### src/rtl/cache_pkg.sv
// ============================================================================
// Module      : cache_pkg
// Description : Shared types and default geometry for the icache controller.
// Revision    : 1.0 - initial release
// ============================================================================
`default_nettype none

package cache_pkg;

    localparam int ADDR_WIDTH_DEF         = 32;
    localparam int INDEX_LENGTH_DEF       = 4;
    localparam int WORD_OFFSET_LENGTH_DEF = 4;
    localparam int DATA_WIDTH_DEF         = 32;
    localparam int TAG_LENGTH_DEF         = ADDR_WIDTH_DEF - INDEX_LENGTH_DEF
                                            - WORD_OFFSET_LENGTH_DEF - 2;

    localparam int CACHE_LINES    = 2 ** INDEX_LENGTH_DEF;
    localparam int WORDS_PER_LINE = 2 ** WORD_OFFSET_LENGTH_DEF;

    // Byte address layout: {tag, index, word offset, byte offset}
    localparam int OFFSET_LSB = 2;
    localparam int INDEX_LSB  = OFFSET_LSB + WORD_OFFSET_LENGTH_DEF;
    localparam int TAG_LSB    = INDEX_LSB + INDEX_LENGTH_DEF;

    typedef enum logic [1:0] {
        S_IDLE   = 2'd0,
        S_LOOKUP = 2'd1,
        S_REFILL = 2'd2,
        S_RESP   = 2'd3
    } state_e;

endpackage

`default_nettype wire

### src/rtl/valid_array.sv
// ============================================================================
// Module      : valid_array
// Description : Per-line valid bits: set-by-index, clear-all, comb read.
// Revision    : 1.0 - initial release
// ============================================================================
`default_nettype none

module valid_array #(
    parameter int INDEX_LENGTH = 4
) (
    input  logic                    clk,
    input  logic                    rst_n,
    input  logic                    set_i,
    input  logic [INDEX_LENGTH-1:0] set_idx_i,
    input  logic                    clr_all_i,
    input  logic [INDEX_LENGTH-1:0] rd_idx_i,
    output logic                    rd_valid_o
);

    localparam int LINES = 2 ** INDEX_LENGTH;

    logic [LINES-1:0] valid_q;

    always_ff @(posedge clk) begin
        if (!rst_n || clr_all_i) begin
            valid_q <= '0;
        end else if (set_i) begin
            valid_q[set_idx_i] <= 1'b1;
        end
    end

    assign rd_valid_o = valid_q[rd_idx_i];

endmodule

`default_nettype wire

### src/rtl/icache_ctrl.sv
// ============================================================================
// Module      : icache_ctrl
// Description : Direct-mapped read-only cache controller with word-wise refill.
//               Optional hit/miss statistics built when CACHE_STATS_EN is set.
// Revision    : 1.0 - initial release
// ============================================================================
`default_nettype none

module icache_ctrl
    import cache_pkg::*;
#(
    parameter int ADDR_WIDTH         = ADDR_WIDTH_DEF,
    parameter int INDEX_LENGTH       = INDEX_LENGTH_DEF,
    parameter int WORD_OFFSET_LENGTH = WORD_OFFSET_LENGTH_DEF,
    parameter int TAG_LENGTH         = ADDR_WIDTH - INDEX_LENGTH - WORD_OFFSET_LENGTH - 2,
    parameter int DATA_WIDTH         = DATA_WIDTH_DEF
) (
    input  logic                                     clk,
    input  logic                                     rst_n,
    input  logic                                     req_valid_i,
    output logic                                     req_ready_o,
    input  logic [ADDR_WIDTH-1:0]                    req_addr_i,
    output logic                                     resp_valid_o,
    output logic [DATA_WIDTH-1:0]                    resp_data_o,
    input  logic                                     flush_i,
    output logic [INDEX_LENGTH-1:0]                  index_o,
    output logic [TAG_LENGTH-1:0]                    tag_o,
    output logic                                     tag_we_o,
    input  logic [TAG_LENGTH-1:0]                    tag_rd_i,
    output logic [INDEX_LENGTH+WORD_OFFSET_LENGTH-1:0] data_addr_o,
    output logic                                     data_we_o,
    output logic [DATA_WIDTH-1:0]                    data_wdata_o,
    input  logic [DATA_WIDTH-1:0]                    data_rdata_i,
    output logic                                     mem_req_o,
    output logic [ADDR_WIDTH-1:0]                    mem_addr_o,
    input  logic                                     mem_ack_i,
    input  logic [DATA_WIDTH-1:0]                    mem_data_i,
    output logic [31:0]                              hit_cnt_o,
    output logic [31:0]                              miss_cnt_o
);

    localparam int IDX_LSB = 2 + WORD_OFFSET_LENGTH;
    localparam int TG_LSB  = IDX_LSB + INDEX_LENGTH;

    state_e                          state_q, state_d;
    logic [TAG_LENGTH-1:0]           tag_q, tag_d;
    logic [INDEX_LENGTH-1:0]         idx_q, idx_d;
    logic [WORD_OFFSET_LENGTH-1:0]   off_q, off_d;
    logic [WORD_OFFSET_LENGTH-1:0]   cnt_q, cnt_d;
    logic [DATA_WIDTH-1:0]           rdata_q, rdata_d;

    logic w_line_valid;
    logic w_hit;
    logic w_valid_set;
    logic w_valid_clr;
    logic w_unused;

    assign w_unused = ^req_addr_i[1:0];

    valid_array #(
        .INDEX_LENGTH (INDEX_LENGTH)
    ) u_valid_array (
        .clk        (clk),
        .rst_n      (rst_n),
        .set_i      (w_valid_set),
        .set_idx_i  (idx_q),
        .clr_all_i  (w_valid_clr),
        .rd_idx_i   (idx_q),
        .rd_valid_o (w_line_valid)
    );

    assign w_hit       = w_line_valid && (tag_rd_i == tag_q);
    assign index_o     = idx_q;
    assign tag_o       = tag_q;
    assign resp_data_o = rdata_q;

    always_ff @(posedge clk) begin
        if (!rst_n) begin
            state_q <= S_IDLE;
            tag_q   <= '0;
            idx_q   <= '0;
            off_q   <= '0;
            cnt_q   <= '0;
            rdata_q <= '0;
        end else begin
            state_q <= state_d;
            tag_q   <= tag_d;
            idx_q   <= idx_d;
            off_q   <= off_d;
            cnt_q   <= cnt_d;
            rdata_q <= rdata_d;
        end
    end

    always_comb begin
        state_d      = state_q;
        tag_d        = tag_q;
        idx_d        = idx_q;
        off_d        = off_q;
        cnt_d        = cnt_q;
        rdata_d      = rdata_q;
        req_ready_o  = 1'b0;
        resp_valid_o = 1'b0;
        tag_we_o     = 1'b0;
        data_addr_o  = {idx_q, off_q};
        data_we_o    = 1'b0;
        data_wdata_o = '0;
        mem_req_o    = 1'b0;
        mem_addr_o   = '0;
        w_valid_set  = 1'b0;
        w_valid_clr  = 1'b0;

        case (state_q)
            S_IDLE: begin
                req_ready_o = rst_n && !flush_i;
                if (flush_i) begin
                    w_valid_clr = 1'b1;
                end else if (req_valid_i) begin
                    tag_d   = req_addr_i[TG_LSB +: TAG_LENGTH];
                    idx_d   = req_addr_i[IDX_LSB +: INDEX_LENGTH];
                    off_d   = req_addr_i[2 +: WORD_OFFSET_LENGTH];
                    state_d = S_LOOKUP;
                end
            end
            S_LOOKUP: begin
                if (w_hit) begin
                    rdata_d = data_rdata_i;
                    state_d = S_RESP;
                end else begin
                    cnt_d   = '0;
                    state_d = S_REFILL;
                end
            end
            S_REFILL: begin
                mem_req_o   = 1'b1;
                mem_addr_o  = {tag_q, idx_q, cnt_q, 2'b00};
                data_addr_o = {idx_q, cnt_q};
                if (mem_ack_i) begin
                    data_we_o    = 1'b1;
                    data_wdata_o = mem_data_i;
                    cnt_d        = cnt_q + 1'b1;
                    // Last word: publish the tag and mark the line usable.
                    if (&cnt_q) begin
                        tag_we_o    = 1'b1;
                        w_valid_set = 1'b1;
                        state_d     = S_LOOKUP;
                    end
                end
            end
            S_RESP: begin
                resp_valid_o = 1'b1;
                state_d      = S_IDLE;
            end
            default: state_d = S_IDLE;
        endcase
    end

`ifdef CACHE_STATS_EN
    logic [31:0] hit_cnt_q;
    logic [31:0] miss_cnt_q;
    logic        refilled_q;

    // LOOKUP is entered from IDLE or REFILL only; the post-refill lookup is not a request hit.
    always_ff @(posedge clk) begin
        if (!rst_n) begin
            hit_cnt_q  <= '0;
            miss_cnt_q <= '0;
            refilled_q <= 1'b0;
        end else begin
            refilled_q <= (state_q == S_REFILL);
            if (state_q == S_LOOKUP) begin
                if (w_hit) begin
                    if (!refilled_q && !(&hit_cnt_q)) begin
                        hit_cnt_q <= hit_cnt_q + 32'd1;
                    end
                end else if (!(&miss_cnt_q)) begin
                    miss_cnt_q <= miss_cnt_q + 32'd1;
                end
            end
        end
    end

    assign hit_cnt_o  = hit_cnt_q;
    assign miss_cnt_o = miss_cnt_q;
`else
    assign hit_cnt_o  = '0;
    assign miss_cnt_o = '0;
`endif

endmodule

`default_nettype wire

### config.mk
export PLATFORM = sky130hd
export DESIGN_NAME = icache_ctrl
export DESIGN_NICKNAME = d
export VERILOG_FILES = /design/src/rtl/cache_pkg.sv /design/src/rtl/valid_array.sv /design/src/rtl/icache_ctrl.sv
export SDC_FILE = /design/constraint.sdc
export NUM_CORES = 1
export LEC_CHECK = 0
export CAP_MARGIN = 20
export CORE_AREA = 2 2 126 128
export DETAILED_ROUTE_END_ITERATION = 8
export DIE_AREA = 0 0 128 130
export GPL_TIMING_DRIVEN = 0
export PLACE_DENSITY_LB_ADDON = 0.05
export RECOVER_POWER = 100
export SYNTH_ARGS = -nofsm -noshare
export SYNTH_HDL_FRONTEND = slang
export SYNTH_SLANG_ARGS = --single-unit
### constraint.sdc
create_clock -name clk -period 2.1 [get_ports clk]
set_input_delay 0.525 -clock clk [delete_from_list [all_inputs] [get_ports clk]]
set_output_delay 0.525 -clock clk [all_outputs]
set_load 0.1 [all_outputs]
Word level (Yosys, flattened, before mapping)
Index checks and enable logic that the tools add are counted.
Operators by class
  muxes and demuxes: 27
  equality and inequality tests: 9
  bitwise operators: 2
  $lt $le $gt $ge: 2
  $add $sub $neg: 1
  reduce and logical (&&, ||, !) cells: 13
Operators with widths (number)
  $mux 32: 3
  $eq 22x22->1: 1
  $or 16x16->16: 1
  $mux 1: 13
  $mux 4: 3
  $ne 2x2->1 const B: 5
  $mux 2: 4
  $pmux 2 s4: 1
  $pmux 4 s2: 1
  $reduce_and 4->1: 2
  $reduce_and 3->1: 2
  $lt 4x5->1 const B: 1
  $add 4x1->4 const B: 1
  $bmux 1 s4: 1
  $demux 1 s4: 1
  $eq 2x2->1 const B: 2
  $ge 4x1->1 const B: 1
  $logic_and 1x1->1: 3
  $eq 2x1->1 const B: 1
  $logic_not 1->1: 2
  $logic_not 2->1: 1
  $reduce_and 2->1: 1
  $reduce_bool 2->1: 1
  $logic_or 1x1->1: 1
  $not 1->1: 1
Storage, ports and cells
  input bits: 123
  word-level logic and storage cells: 61
  bits in registers: 84
  output and inout bits: 199

Longest topological paths before layout
Gate-level depths: netlist of run 1.
  word-level depth: 5
  depth in mapped cells: 8

Cells and area by module
A second synthesis of run 1 with hierarchy kept.
Unflattened totals
  cell total of the unflattened synthesis: 560
  area total of the unflattened synthesis: 4634.4 um^2
By module, submodules not included
  icache_ctrl: times used 1, area each 3972.6 um^2, cells each 495, seq. area each 1361.3 um^2
  valid_array: times used 1, area each 661.9 um^2, cells each 65, seq. area each 320.3 um^2

Least setup slack after synthesis of run 1
No wires, ideal clock.
  kind: flip-flop to output port
  start: register state_q[0]
  end: output port mem_addr_o[23]
  data required time: 1.575 ns
  slack: -0.950 ns
  arrival: 2.525 ns
  buffers on the path: 2
  stages on the path, launching flop included: 6
  cell sequence: dfxtp_1 nand2b_1 buf_2 inv_1 clkbuf_1 and2_1
Between the ends
  longest elaborated chain between the ends: 2
Ends and longest elaborated chain
  from (decl): line icache_ctrl.sv:45  | state_e state_q, state_d;
  from (signal assigned): line icache_ctrl.sv:86  | state_q <= state_d;
  $eq 2x2->1: line icache_ctrl.sv:113  | case (state_q)
  $mux 32: line icache_ctrl.sv:113
  to (decl): line icache_ctrl.sv:35  | output logic [ADDR_WIDTH-1:0] mem_addr_o,
No other way between the ends.

Worst setup path in the final report of run 1
  start: register state_q[0]
  end: output port data_wdata_o[30]
Between the ends
  longest elaborated chain between the ends: 2
Ends and longest elaborated chain
  $eq 2x2->1: line icache_ctrl.sv:113
  $mux 32: line icache_ctrl.sv:113
  to (decl): line icache_ctrl.sv:32  | output logic [DATA_WIDTH-1:0] data_wdata_o,
No other way between the ends.

==> results of run 1 <==
## synthesized netlist by cell type
library cell,instances,area [um^2]
a31oi_1,6,37.5
a211oi_1,2,15.0
xor2_1,15,131
mux4_2,4,90.1
nor2b_1,3,18.8
and4_1,4,35.0
xnor2_1,8,70.1
clkbuf_1,30,113
nand4_2,1,12.5
buf_1,2,7.51
and3_2,1,7.51
nor4_1,4,25.0
and2_2,1,7.51
clkbuf_4,3,22.5
nand2b_1,1,6.26
conb_1,1,3.75
buf_6,5,56.3
and3b_2,1,10.0
o31ai_1,32,240
buf_4,71,533
a21oi_1,76,380
nand2_1,69,259
nor2_1,25,93.8
nand3_2,1,10.0
nand4_1,37,231
inv_1,3,11.3
and3_1,33,206
nor4b_1,1,8.76
nand3_1,4,20.0
buf_2,10,50.1
o21ai_0,3,15.0
nor3_1,2,10.0
and2_1,32,200
or4_1,1,7.51
a21o_1,4,30.0
dfxtp_1,84,1680
ha_1,1,12.5
## critical path, cell delays in order (launching register included)
cell and delay, ns:
dfxtp_2 0.32, nand2b_4 0.16, inv_8 0.08, clkbuf_16 0.15, clkbuf_16 0.14, and3_4 0.19
buf_12 0.17
## worst max-delay path by stage
| stage | startpoint | endpoint | slack [ns] | cells after the start |
|---|---|---|---|---|
| 2_1_floorplan | state_q[0] | mem_addr_o[15] | -0.13 | 6 |
| 3_3_place_gp | state_q[0] | mem_addr_o[15] | -1.46 | 7 |
| 3_5_place_dp | state_q[0] | mem_addr_o[15] | -1.53 | 7 |
| 4_1_cts | state_q[0] | data_wdata_o[29] | -0.08 | 7 |
| 5_1_grt | state_q[0] | data_wdata_o[30] | -0.05 | 6 |
| 6_report | state_q[0] | data_wdata_o[30] | 0.002 | 6 |
## power groups by stage
stage	logic [mW]	clock network (mW)	registers, mW
finish	1.65	1.72	1.67
global route	1.71	1.82	1.67
CTS	1.64	1.75	1.67
detailed placement	1.54	0	1.70
global placement	1.54	0	1.70
floorplan	0.981	0	1.86
## layer usage
layer | vias up | routed length (um) | part of all wire (%)
met1 | 2489 | 7510 | 39
met2 | 252 | 9870 | 51
met3 | 32 | 1430 | 7.4
li1 | 2580 | - | -
met5 | - | 0 | 0
met4 | 0 | 510 | 2.6
## timing repair
item | CTS | global route
cloned | 6 | 3
pin swaps | 23 | 28
endpoints found under the setup margin | 201 | 168
resized for setup | 769 | 154
setup buffers | 8 | 2
## cells by family after synthesis
group | after synthesis | synth area share, %
flops | 84 | 36.0
compound gates | 123 | 15.4
mux | 4 | 1.93
other cells | 1 | 0.0803
buf+inv | 124 | 17.0
xor+xnor | 23 | 4.31
simple gates | 221 | 25.0
fa+ha+maj | 1 | 0.268
## state kept, by name (all words and copies together) (netlist names)
register and flops:
resp_data_o 32, tag_o 22, u_valid_array.valid_q 16, cnt_q 4
index_o 4, off_q 4, state_q 2
## layout make-up
type                       count  area, um^2
buffer                       118        1000
fill                        1323        5870
clock inverter                 4        73.8
inverter                       3        18.8
sequential                    84        1700
timing repair buffer         272        3220
clock buffer                  12         246
tap                          192         240
multi-input combinational    438        3050
## through the flow
| stage | util [%] | setup TNS [ns] | area, um^2 |
|---|---|---|---|
| after floorplan | - | -2.26 | 5180 |
| after global placement | 51.6 | -128.37 | 7950 |
| after detailed placement | 51.6 | -131.97 | 7950 |
| after CTS | 59.7 | -2.30 | 9210 |
| after global routing | 62.0 | -0.960 | 9560 |
| final | 62.0 | 0 | 9560 |
==> summary.txt, run 1 <==
STA
  • Final setup vio count: 0
  • Minimum clock period: around 2.1 ns
  • Hold Fails Final Rpt: 0
  • Slew Viols, Final: 0
  • RSZ-0062 raised after global routing: true
  • Worst slew margin: roughly 34%
  • Setup Skew: between 0.01 and 0.015 ns
  • F_max: between 400 and 500 MHz
  • Final Cycle Share: between 90% and 100%
  • Least-Margin Pin Slew: 0.994 ns
  • Setup ws final: around 0.0022 ns
  • Worst hold margin: 0.466 ns

Outcome
  • Status: finished, final reports clean

Global route
  • GRT overflow: 0
  • Gr busiest metal: met2
  • M2 GR Usage: just under 40%
  • Global Route Usage Sum: ~22%
  • Met3 Use GR: about 5.5%
  • Global-route wire length before repair: 28.0 mm
  • Met1 usage: roughly 25%
  • Largest net degree at the start of global routing: 15
  • Vias in the first global route: about 5,200
  • Initial antenna violation count: 0

Clock network
  • Clock tree buffer depth: 2
  • Hold Buf Count CTS: 0
  • H-tree depth: 3
  • CTS clock-pin slew for the worst setup and hold paths: 0.06 ns
  • Clk Latency, worst-skew pair: ~0.34 ns
  • CTS buffer count: 9
  • # clock sinks: 84
  • CTS tree: yes
  • Clk root buf: clkbuf_16

Place
  • Dpl ws: -1.53 ns
  • DP HPWL: about 14 mm
  • Routability cong.: 0.785
  • Port bufs: 253
  • Post-Place Cells: 1,091

Route
  • WL/cell: between 15 and 20 um
  • Remaining antenna violation count after routing: 0
  • Final wirelength: ~19 mm
  • Initial drt markers: between 200 and 250
  • Drc violations: 0
  • Routed vias: 5,353
  • Vias per cell: 4.77
  • DR pass1 iterations: 4

Setup path
  • WS Path Type: reg2out
  • Internal reg-to-reg setup slack: roughly 0.05 ns
  • Max FO, Critical Path: 5
  • Crit start category: flop
  • Cell count of the worst reg-to-reg path: 8
  • Arr. time, crit path: 1.57 ns
  • Reg2Reg Capture Point: resp_data_o[14]
  • Reg-to-reg critical path startpoint: index_o[0]
  • Crit path capture type: output pin
  • Required time worst endpoint: 1.57 ns

Yosys
  • Average size of a mapped cell: between 8 and 9 um^2
  • Post-synthesis sequential area ratio: 36.0%
  • Synth Cell Area: 4670 um^2
  • Seq cells post-synth: 84
  • Distinct cells, synth: 37
  • Synthesis warning total: 0
  • Syn Inst Count: ~580

Layout
  • Most common cell after layout, fill and taps aside: clkdlybuf4s50_1
  • Final net count: about 1,100
  • Diodes inserted: 0
  • Highest-count cells in the layout ignoring fill and taps: 109 x clkdlybuf4s50_1, 83 x buf_4, 72 x dfxtp_1
  • Post-route non-filler standard cell count: roughly 1,100
  • Area Overhead vs Synth: 105%
  • Share of cells above drive strength 1: between 40% and 50%

Pwr
  • P per Cell Area: about 530 nW/um^2
  • Clock power frac: 34.2%
  • Flop pwr share: between 30% and 40%
  • Static leakage: 3.99 nW
  • Sw Pwr: roughly 1.8 mW
  • VDD IR max: ~430 uV
  • Switching part of the total power: 36.2%
  • P_int: around 3.2 mW
  • Combinational share of power: between 30% and 40%
  • Total design power: approximately 5.0 mW

Floorplanning
  • Initial core utilization: a little under a third
  • # rows: 46
  • Die height: roughly 130 um
  • Chip width: between 100 and 150 um
  • Placeable Area: 15,400 um^2
  • Die area: ~17,000 um^2
  • I/O pin cnt: ~320

Min path
  • Hold path endpoint: resp_data_o[20]
  • Worst hold stages: 2
  • Worst min-delay path startpoint: resp_data_o[20]
  • Worst min-delay path class: reg2reg

Flow run
  • Maximum capacitance violations: 0
(Power assumes the default switching activity.)
==> inputs of run 2 (changes only) <==
--- a/config.mk
+++ b/config.mk
@@ -6,12 +6,13 @@
 export NUM_CORES = 1
 export LEC_CHECK = 0
 export CAP_MARGIN = 20
-export CORE_AREA = 2 2 126 128
+export CORE_ASPECT_RATIO = 0.6
+export CORE_UTILIZATION = 35
 export DETAILED_ROUTE_END_ITERATION = 8
-export DIE_AREA = 0 0 128 130
 export GPL_TIMING_DRIVEN = 0
 export PLACE_DENSITY_LB_ADDON = 0.05
 export RECOVER_POWER = 100
+export SKIP_LAST_GASP = 1
 export SYNTH_ARGS = -nofsm -noshare
 export SYNTH_HDL_FRONTEND = slang
 export SYNTH_SLANG_ARGS = --single-unit
==> run 2 against run 1 <==
The flow now finishes with violations (negative setup slack); flip-flop and latch count unchanged; via count increased by 1.0%; maximum frequency is 1.9% lower; count of clock-buffer cells in the layout is the same; clock power is 6% lower; global-route usage grew 4.6 points; final cell count fell by 2.0%; design area is 1.2% lower; sequential power about the same; critical path type unchanged; largest cell class unchanged; highest routed layer unchanged.
==> summary.txt, run 2 (same netlist as run 1, synthesis figures left out) <==
Clock network
  • Clk Latency, worst-skew pair: around 0.34 ns
  • CTS buffer count: 9
  • CTS tree: yes
  • Hold Buf Count CTS: 0
  • H-tree depth: 3
  • CTS clock-pin slew for the worst setup and hold paths: approximately 0.06 ns
  • # clock sinks: 84
  • Clock tree buffer depth: 2
  • Clk root buf: clkbuf_16

Floorplanning
  • # rows: 32
  • Die height: about 91 um
  • Die area: roughly 14,000 um^2
  • Placeable Area: 12,900 um^2
  • I/O pin cnt: around 320
  • Chip width: 151 um
  • Initial core utilization: a little over a third

Place
  • Post-Place Cells: 1,069
  • DP HPWL: approximately 14 mm
  • Port bufs: roughly 250
  • Routability cong.: 0.849

STA
  • RSZ-0062 raised after global routing: true
  • Final setup vio count: 29
  • F_max: approximately 470 MHz
  • Setup ws final: -0.0384 ns
  • Least-Margin Pin Slew: between 1 and 1.5 ns
  • Final Cycle Share: 102%
  • Minimum clock period: 2.14 ns
  • Worst slew margin: 32.9%
  • Setup Skew: between 0.007 and 0.008 ns
  • Hold Fails Final Rpt: 0
  • Slew Viols, Final: 0

Min path
  • Worst min-delay path class: reg2reg
  • Worst hold stages: 2
  • Worst min-delay path startpoint: u_valid_array.valid_q[10]
  • Hold path endpoint: u_valid_array.valid_q[10]

Layout
  • Highest-count cells in the layout ignoring fill and taps: 116 x clkdlybuf4s50_1, 83 x buf_4, 71 x a21oi_1
  • Area Overhead vs Synth: 102%
  • Layout Utilization: 73.0%
  • Post-route non-filler standard cell count: between 1,000 and 1,500
  • Fillcell total: a little under 1,000
  • Diodes inserted: 0
  • Final net count: between 1,000 and 1,500
  • Most common cell after layout, fill and taps aside: clkdlybuf4s50_1
  • Share of cells above drive strength 1: between 30 and 40%
  • Max reg flops: 32

Route
  • Drc violations: 0
  • Remaining antenna violation count after routing: 0
  • DR pass1 iterations: 4
  • WL/cell: around 17 um
  • Routed vias: about 5,400
  • Vias per cell: between 4 and 5
  • Initial drt markers: between 200 and 300
  • Final wirelength: around 19 mm

Global route
  • Largest net degree at the start of global routing: 14
  • M2 GR Usage: 47.8%
  • Vias in the first global route: roughly 5,200
  • Global Route Usage Sum: between 20% and 30%
  • Met1 usage: 30.2%
  • GRT overflow: 0
  • Initial antenna violation count: 0
  • Gr busiest metal: met2
  • Global-route wire length before repair: between 20 and 30 mm
  • Met3 Use GR: approximately 7%

Pwr
  • VDD IR max: between 400 and 500 uV
  • Static leakage: 3.98 nW
  • P per Cell Area: 523 nW/um^2

Setup path
  • Family with the most delay on the worst path: buffers and inverters
  • WS Path Type: reg2out
  • Crit path capture type: output pin
  • Required time worst endpoint: ~1.6 ns
  • CP max stage cell: dfxtp_4
  • Largest stage delay, worst path: between 0.3 and 0.4 ns
  • Arr. time, crit path: between 1.5 and 2 ns
  • CP cell instances: nand2b_4, inv_8, clkbuf_16, clkbuf_16, and3_4, buf_12
  • Crit path depth: 6
  • Max FO, Critical Path: 5
  • CP dominant cell by count: clkbuf_16
  • Reg-to-reg critical path startpoint: cnt_q[0]
  • Reg2Reg Capture Point: u_valid_array.valid_q[13]
  • Internal reg-to-reg setup slack: 0.08 ns
  • Bufs and invs on worst path: 4
  • Cell count of the worst reg-to-reg path: 7
  • Crit start category: flop

Outcome
  • Failing checks: negative setup slack
  • Status: complete, but fails checks

Flow run
  • Maximum capacitance violations: 0
[run 2: cell count changes in the layout (fill, tap and decap cells not counted), sizes merged]
cell	change
buf	+2
bufinv	-1
clkbuf	-10
dlymetal6s2s	-5
dlygate4sd2	+18
clkdlybuf4s15	-13
clkdlybuf4s50	+7
clkinvlp	+1
[run 2: cell type report]
cell class / count / area [um^2] / area share [%]
repair buffers: 271 / 3210 / 34.0
multi-input cells: 438 / 2990 / 31.6
flip-flops and latches: 84 / 1710 / 18.1
plain buffers: 118 / 995 / 10.5
clock buffers: 12 / 256 / 2.72
well taps: 170 / 213 / 2.25
clock inverters: 4 / 47.5 / 0.504
inverters: 3 / 18.8 / 0.199
[run 2: stage by stage]
| stage | area [um^2] | setup WS (ns) | TNS (ns) | power, mW | hold WS, ns |
|---|---|---|---|---|---|
| after floorplan | 5180 | -0.135 | -2.26 | 2.84 | 0.431 |
| after global placement | 7930 | -1.42 | -120.46 | 3.23 | 0.446 |
| after detailed placement | 7930 | -1.46 | -125.51 | 3.24 | 0.456 |
| after CTS | 9120 | -0.116 | -3.54 | 4.94 | 0.467 |
| after global routing | 9440 | -0.0814 | -2.66 | 5.08 | 0.484 |
| final | 9440 | -0.0384 | -0.350 | 4.93 | 0.464 |
[run 2: worst max-delay path by stage]
stage	endpoint	slack [ns]	startpoint
4_1_cts	mem_addr_o[16]	-0.12	state_q[0]
3_5_place_dp	mem_addr_o[16]	-1.46	state_q[0]
3_3_place_gp	mem_addr_o[16]	-1.42	state_q[0]
6_report	data_wdata_o[30]	-0.04	state_q[0]
2_1_floorplan	mem_addr_o[15]	-0.13	state_q[0]
5_1_grt	data_wdata_o[30]	-0.08	state_q[0]
[run 2: metal layers]
layer	vias up	wire length, um
met5	-	0
met4	0	266
met3	29	1390
met2	219	9840
met1	2570	7450
li1	2589	-
[run 2: tightest hold or removal path, stage by stage (launching register included)]
cell and delay [ns]:
dfxtp_1 0.32, a21oi_1 0.04, nor2_1 0.07
[run 2: power by group]
group          switching (mW)  internal (mW)  total (mW)
clock                   0.637          0.983        1.62
sequential             0.0409           1.62        1.66
combinational            1.14          0.513        1.65
[run 2: timing repair]
action                                  in CTS  in global routing
gates cloned                                 6                  2
buffers inserted                             7                  3
endpoints found under the setup margin     176                154
pin swaps                                   23                  9
endpoints found under the hold margin        0                  0
gates resized for setup                    754                126
